[src/rtl/microcpu_pkg.sv]
// Shared types and constants for the micro-CPU memory subsystem.
package microcpu_pkg;

  localparam int unsigned ADDR_W          = 32;
  localparam int unsigned DATA_W          = 32;
  localparam int unsigned CNT_W           = 16;
  localparam int unsigned TIMEOUT_DEFAULT = 255;

  typedef enum logic [1:0] {
    ST_IDLE  = 2'd0,
    ST_FETCH = 2'd1,
    ST_DATA  = 2'd2
  } arb_state_e;

  // Command presented to the unified memory while m_req is high
  typedef struct packed {
    logic              we;
    logic [ADDR_W-1:0] addr;
    logic [DATA_W-1:0] wdata;
  } mem_cmd_t;

endpackage

[src/rtl/mem_timeout.sv]
// Wait-cycle counter for an outstanding memory access; flags the cycle that
// would take the count to TIMEOUT without an acknowledge.
module mem_timeout
  import microcpu_pkg::*;
#(
  parameter int unsigned TIMEOUT = TIMEOUT_DEFAULT
) (
  input  logic clk,
  input  logic reset,
  input  logic clear,
  input  logic en,
  output logic expired_c
);

  localparam logic [CNT_W-1:0] LIMIT = CNT_W'(TIMEOUT - 1);

  logic [CNT_W-1:0] count_q;

  always_ff @(posedge clk) begin
    if (reset) begin
      count_q <= '0;
    end else if (clear) begin
      count_q <= '0;
    end else if (en) begin
      count_q <= count_q + CNT_W'(1);
    end
  end

  // This un-acked cycle is the one that brings the count to TIMEOUT
  assign expired_c = en && (count_q == LIMIT);

endmodule

[src/rtl/mem_arbiter.sv]
// Arbitrates instruction fetch and data accesses onto a single-port unified
// memory; data wins over fetch, and stuck accesses are aborted after TIMEOUT.
module mem_arbiter
  import microcpu_pkg::*;
#(
  parameter int unsigned TIMEOUT = TIMEOUT_DEFAULT
) (
  input  logic              clk,
  input  logic              reset,
  input  logic              if_req,
  input  logic [ADDR_W-1:0] if_addr,
  output logic [DATA_W-1:0] if_rdata,
  output logic              if_valid,
  input  logic              d_rd,
  input  logic              d_wr,
  input  logic [ADDR_W-1:0] d_addr,
  input  logic [DATA_W-1:0] d_wdata,
  output logic [DATA_W-1:0] d_rdata,
  output logic              d_valid,
  output logic              m_req,
  output logic              m_we,
  output logic [ADDR_W-1:0] m_addr,
  output logic [DATA_W-1:0] m_wdata,
  input  logic [DATA_W-1:0] m_rdata,
  input  logic              m_ack,
  output logic              stall,
  output logic              bus_err
);

  arb_state_e state_q, state_d;
  mem_cmd_t   cmd_q, cmd_d;
  logic       grant_c;
  logic       ack_c;
  logic       timeout_c;
  logic       done_c;
  logic       expired_c;
  logic       data_req_c;
  logic       pulse_c;

  assign data_req_c = d_rd | d_wr;
  assign pulse_c    = if_valid | d_valid;
  assign done_c     = ack_c | timeout_c;

  mem_timeout #(
    .TIMEOUT (TIMEOUT)
  ) u_timeout (
    .clk       (clk),
    .reset     (reset),
    .clear     (grant_c),
    .en        (m_req & ~m_ack),
    .expired_c (expired_c)
  );

  always_ff @(posedge clk) begin
    if (reset) begin
      state_q <= ST_IDLE;
    end else begin
      state_q <= state_d;
    end
  end

  // Grant only from IDLE outside a completion cycle; an ack beats a timeout
  always_comb begin
    state_d   = state_q;
    cmd_d     = cmd_q;
    grant_c   = 1'b0;
    ack_c     = 1'b0;
    timeout_c = 1'b0;
    case (state_q)
      ST_IDLE: begin
        if (!pulse_c) begin
          if (data_req_c) begin
            state_d     = ST_DATA;
            grant_c     = 1'b1;
            cmd_d.we    = d_wr;
            cmd_d.addr  = d_addr;
            cmd_d.wdata = d_wdata;
          end else if (if_req) begin
            state_d     = ST_FETCH;
            grant_c     = 1'b1;
            cmd_d.we    = 1'b0;
            cmd_d.addr  = if_addr;
            cmd_d.wdata = '0;
          end
        end
      end
      ST_FETCH, ST_DATA: begin
        if (m_req && m_ack) begin
          ack_c   = 1'b1;
          state_d = ST_IDLE;
        end else if (expired_c) begin
          timeout_c = 1'b1;
          state_d   = ST_IDLE;
        end
      end
      default: state_d = ST_IDLE;
    endcase
  end

  always_ff @(posedge clk) begin
    if (reset) begin
      cmd_q    <= '0;
      m_req    <= 1'b0;
      if_valid <= 1'b0;
      d_valid  <= 1'b0;
      if_rdata <= '0;
      d_rdata  <= '0;
      bus_err  <= 1'b0;
    end else begin
      cmd_q    <= cmd_d;
      if_valid <= 1'b0;
      d_valid  <= 1'b0;
      if (grant_c) begin
        m_req <= 1'b1;
      end else if (done_c) begin
        m_req <= 1'b0;
      end
      // Aborted accesses still complete, returning zero data
      if (done_c) begin
        if (state_q == ST_DATA) begin
          d_valid <= 1'b1;
          d_rdata <= ack_c ? m_rdata : '0;
        end else begin
          if_valid <= 1'b1;
          if_rdata <= ack_c ? m_rdata : '0;
        end
      end
      if (timeout_c) begin
        bus_err <= 1'b1;
      end
    end
  end

  assign m_we    = cmd_q.we;
  assign m_addr  = cmd_q.addr;
  assign m_wdata = cmd_q.wdata;

  assign stall = (state_q != ST_IDLE) | ((if_req | data_req_c) & ~if_valid & ~d_valid);

endmodule

[config.mk]
export PLATFORM = sky130hd
export DESIGN_NAME = mem_arbiter
export DESIGN_NICKNAME = d
export VERILOG_FILES = /design/src/rtl/microcpu_pkg.sv /design/src/rtl/mem_timeout.sv /design/src/rtl/mem_arbiter.sv
export SDC_FILE = /design/constraint.sdc
export NUM_CORES = 1
export LEC_CHECK = 0
export CORE_ASPECT_RATIO = 1.75
export CORE_MARGIN = 3
export CORE_UTILIZATION = 41
export DETAILED_ROUTE_END_ITERATION = 7
export PLACE_DENSITY = 0.85
export SLEW_MARGIN = 10
export SYNTH_ARGS = -nofsm -noshare
export SYNTH_HDL_FRONTEND = slang
export SYNTH_SLANG_ARGS = --single-unit
[constraint.sdc]
create_clock -name clk -period 2.2 [get_ports clk]
set_input_delay 0.33 -clock clk [delete_from_list [all_inputs] [get_ports clk]]
set_output_delay 0.33 -clock clk [all_outputs]
set_load 0.01 [all_outputs]
==> impl_metrics.xml <==
<?xml version="1.0" encoding="UTF-8"?>
<metrics>
  <group name="route">
    <metric name="drcViolationCount" unit="">0</metric>
    <metric name="drt-pass1-iter-count" unit="">4</metric>
    <metric name="m1WireLength" unit="µm">6380</metric>
    <metric name="num_vias" unit="">5384</metric>
    <metric name="drt-total-wl" unit="µm">18200</metric>
    <metric name="detail_route.vias_per_cell" unit="">5.47</metric>
    <metric name="met2_wirelength_from_detailed_routing" unit="µm">9520</metric>
    <metric name="highest_layer" unit="">met4</metric>
    <metric name="dr_wl_met3" unit="µm">1460</metric>
    <metric name="drt-wirelength-per-cell" unit="µm">18.4</metric>
    <metric name="route.antenna.remaining_nets" unit="">0</metric>
    <metric name="first_iter_violations" unit="">243</metric>
  </group>
  <group name="synth">
    <metric name="yosysWarningCount" unit="">0</metric>
    <metric name="synth_edf_count" unit="">0</metric>
    <metric name="ff_latch_count_synth" unit="">151</metric>
    <metric name="synth_area_leader_cell" unit="">dfxtp_1</metric>
    <metric name="syn-instance-count" unit="">535</metric>
    <metric name="avgSynthCellArea" unit="µm²">10.8</metric>
    <metric name="synth-async-reset-ratio" unit="%">0</metric>
    <metric name="post-synth-top-count-cell" unit="">dfxtp_1</metric>
    <metric name="syn_area" unit="µm²">5790</metric>
    <metric name="synth_flop_cell" unit="">dfxtp_1</metric>
    <metric name="yosys.area.top_type_share" unit="%">52.2</metric>
    <metric name="synth_nets" unit="">673</metric>
    <metric name="number_of_distinct_standard_cells_referenced_by_the_synthesized_netlist" unit="">45</metric>
    <metric name="synth_sequential_area_ratio" unit="%">52.2</metric>
    <metric name="post_synth_main_area_contributors" unit="">dfxtp_1 52%, a22o_1 15%, a311oi_2 7.5%, nor2_1 3.1%, o21ai_0 3.0%</metric>
    <metric name="most_used_standard_cells_in_the_synthesized_netlist" unit="">151 x dfxtp_1, 96 x a22o_1, 48 x nor2_1</metric>
  </group>
  <group name="hold_path">
    <metric name="hold_path.class" unit="">input port to register</metric>
    <metric name="worst_hold_start" unit="">reset</metric>
    <metric name="min_path_cells" unit="">2</metric>
    <metric name="hold_path_end" unit="">bus_err</metric>
  </group>
  <group name="clocking">
    <metric name="tritoncts_clock_tree" unit="">built</metric>
    <metric name="post_cts_buffers" unit="">0</metric>
    <metric name="clock_tree.root_cell" unit="">clkbuf_16</metric>
    <metric name="number_of_sinks_on_the_clock_net" unit="">151</metric>
    <metric name="clkLatencyLatePin" unit="ns">0.41</metric>
    <metric name="cts_inserted_buffers" unit="">17</metric>
    <metric name="number_of_buffers_inserted_for_hold_repair_after_clock_tree_synthesis" unit="">0</metric>
    <metric name="cts_buffer_depth" unit="">2</metric>
    <metric name="clock_tree.htree_level_count" unit="">4</metric>
    <metric name="clk_transition_reported_paths" unit="ns">0.06</metric>
  </group>
  <group name="floorplan">
    <metric name="initial_core_util" unit="%">42.6</metric>
    <metric name="core_box_area" unit="µm²">13600</metric>
    <metric name="row_count" unit="">56</metric>
    <metric name="die_height" unit="µm">163</metric>
    <metric name="io_pins" unit="">268</metric>
    <metric name="die_width" unit="µm">95.8</metric>
    <metric name="die_outline_area" unit="µm²">15600</metric>
  </group>
  <group name="cells_and_area">
    <metric name="finish.utilization" unit="%">68.7</metric>
    <metric name="post_layout_nonfiller_instances" unit="">985</metric>
    <metric name="num-fill-cells" unit="">1013</metric>
    <metric name="syn2layout_area_growth" unit="%">61.3</metric>
    <metric name="seqCellArea" unit="µm²">3020</metric>
    <metric name="ant_diodes" unit="">0</metric>
    <metric name="num-nets-final" unit="">936</metric>
    <metric name="finish.instance_area" unit="µm²">9330</metric>
    <metric name="multiInputGateArea" unit="µm²">2480</metric>
    <metric name="post_route_cells_drive_above_1_share" unit="%">12.1</metric>
  </group>
  <group name="placement">
    <metric name="final_hpwl_dp" unit="µm">13500</metric>
    <metric name="port_buffers" unit="">267</metric>
    <metric name="placedCellCount" unit="">953</metric>
    <metric name="gp_congestion" unit="">0.865</metric>
    <metric name="placed_cell_area" unit="µm²">8680</metric>
  </group>
  <group name="sta">
    <metric name="slew-limit-headroom" unit="%">66.2</metric>
    <metric name="fin_skew" unit="ns">0.00971</metric>
    <metric name="timing_hold_violations_final" unit="">0</metric>
    <metric name="timing.hold.ws" unit="ns">0.361</metric>
    <metric name="timing.final.max_slew_violations" unit="">0</metric>
    <metric name="grt_setup_unrepaired" unit="">no</metric>
    <metric name="fmax" unit="MHz">489</metric>
    <metric name="period_share" unit="%">92.9</metric>
    <metric name="worst-slew-pin-transition" unit="ns">0.502</metric>
    <metric name="finalWorstPathRequiredPeriod" unit="ns">2.04</metric>
    <metric name="finalSetupViolCount" unit="">0</metric>
  </group>
  <group name="critical_path">
    <metric name="worst-endpoint-required" unit="ns">1.87</metric>
    <metric name="setup.worst_path.end_class" unit="">output port</metric>
    <metric name="r2r.worst_path.cells" unit="">7</metric>
    <metric name="setup.worst_path.start" unit="">d_wr</metric>
    <metric name="worst_setup_path_start_kind" unit="">input port</metric>
    <metric name="worstPathMaxFanout" unit="">2</metric>
    <metric name="ff_to_ff_end" unit="">d_rdata[21]</metric>
    <metric name="r2r_setup_slack" unit="ns">0.17</metric>
    <metric name="rr_startpoint" unit="">u_timeout.count_q[0]</metric>
    <metric name="cp_data_arrival_time" unit="ns">1.71</metric>
    <metric name="category_of_the_critical_setup_timing_path" unit="">input port to output port</metric>
  </group>
  <group name="global_routing">
    <metric name="antenna_violations_before_repair" unit="">0</metric>
    <metric name="grt_pass1_wl" unit="µm">27700</metric>
    <metric name="first_global_vias" unit="">5515</metric>
    <metric name="grt_start_max_net_pins" unit="">37</metric>
    <metric name="overflow" unit="">0</metric>
    <metric name="total_global_routing_track_utilization" unit="%">22.5</metric>
  </group>
  <group name="power">
    <metric name="peakVddDrop" unit="mV">0.608</metric>
    <metric name="post-layout-total-power" unit="mW">9.55</metric>
    <metric name="pwr_cell_area" unit="nW/µm²">1020</metric>
    <metric name="static-leakage-power" unit="nW">3.45</metric>
  </group>
  <group name="run_status">
    <metric name="outcome" unit="">completed</metric>
  </group>
  <group name="job">
    <metric name="maxCapViolCount" unit="">0</metric>
  </group>
</metrics>
==> layout make-up <==
type	instances	area share, %
Clock buffer	17	4.56
Clock inverter	15	2.44
Inverter	8	0.322
Multi-Input combinational cell	331	26.6
Sequential cell	151	32.4
Tap cell	174	2.33
Timing Repair Buffer	289	31.4
==> report_power, final <==
group,switching (mW),internal [mW]
combinational,1.34,1.54
clock,1.26,1.96
sequential,0.269,3.18
==> cells by family after synthesis <==
family	count (synthesis)	synth area share [%]
AND/OR/NAND/NOR	130	10.6
flip-flops	151	52.2
adder cells (fa/ha/maj)	4	0.865
buffers and inverters	53	5.32
multiplexers	1	0.173
XOR/XNOR	10	1.51
AO/OA/AOI/OAI	186	29.3
==> layout by cell type (no fill, tap or decap), types with 2 or more instances in the layout <==
cell,count
a311oi_2,29
nor4_1,4
inv_1,8
clkdlybuf4s50_1,265
ha_1,4
nor3_2,3
xor2_1,6
dfxtp_1,151
nand2_1,41
nand3_1,4
a22o_1,96
o21ai_0,35
nand2b_1,3
nor3_1,2
or3_1,5
xnor2_1,4
buf_12,8
nor2b_1,2
inv_8,5
nand4_1,5
o32ai_1,2
a41oi_4,2
clkbuf_16,17
nor4b_1,2
a21oi_1,6
a311oi_1,4
and3_1,2
inv_6,4
nor2_1,47
a31oi_1,2
o21bai_1,2
buf_4,14
bufinv_16,4
==> stage by stage <==
step / setup TNS (ns) / setup slack, ns
6_report: 0 / 0.156
5_1_grt: 0 / 0.0884
4_1_cts: 0 / 0.157
3_5_place_dp: -0.194 / -0.194
3_3_place_gp: -0.158 / -0.158
2_1_floorplan: 0 / 0.406
==> sequential cells by signal, indices dropped and copies added, names as in the netlist <==
| name | cells |
|---|---|
| bus_err | 1 |
| d_rdata | 32 |
| d_valid | 1 |
| if_rdata | 32 |
| if_valid | 1 |
| m_addr | 32 |
| m_req | 1 |
| m_wdata | 32 |
| m_we | 1 |
| state_q | 2 |
| u_timeout.count_q | 16 |
==> worst max-delay path by stage <==
stage | end | slack (ns) | depth (start not counted)
final | stall | 0.16 | 5
after global routing | d_rdata[2] | 0.09 | 7
after CTS | stall | 0.16 | 5
after detailed placement | stall | -0.19 | 5
after global placement | stall | -0.16 | 5
after floorplan | d_rdata[0] | 0.41 | 6
==> routing by layer <==
metal	up-vias	GRT usage (%)
li1	2531	-
met3	61	7.05
met1	2546	22.5
met2	246	40.9
met5	-	0
met4	0	11.0
==> critical path: stages <==
cell	delay [ns]
clkdlybuf4s50_1	0.43
or3_4	0.42
a21boi_2	0.18
inv_1	0.06
dlygate4sd2_1	0.30
==> what timing repair did <==
| item | CTS | global route |
|---|---|---|
| resized for setup | 3 | 0 |
| endpoints found under the hold margin | 0 | 0 |
| setup endpoints to repair | 1 | 0 |
Note: power is estimated with default switching activity, not from simulation.
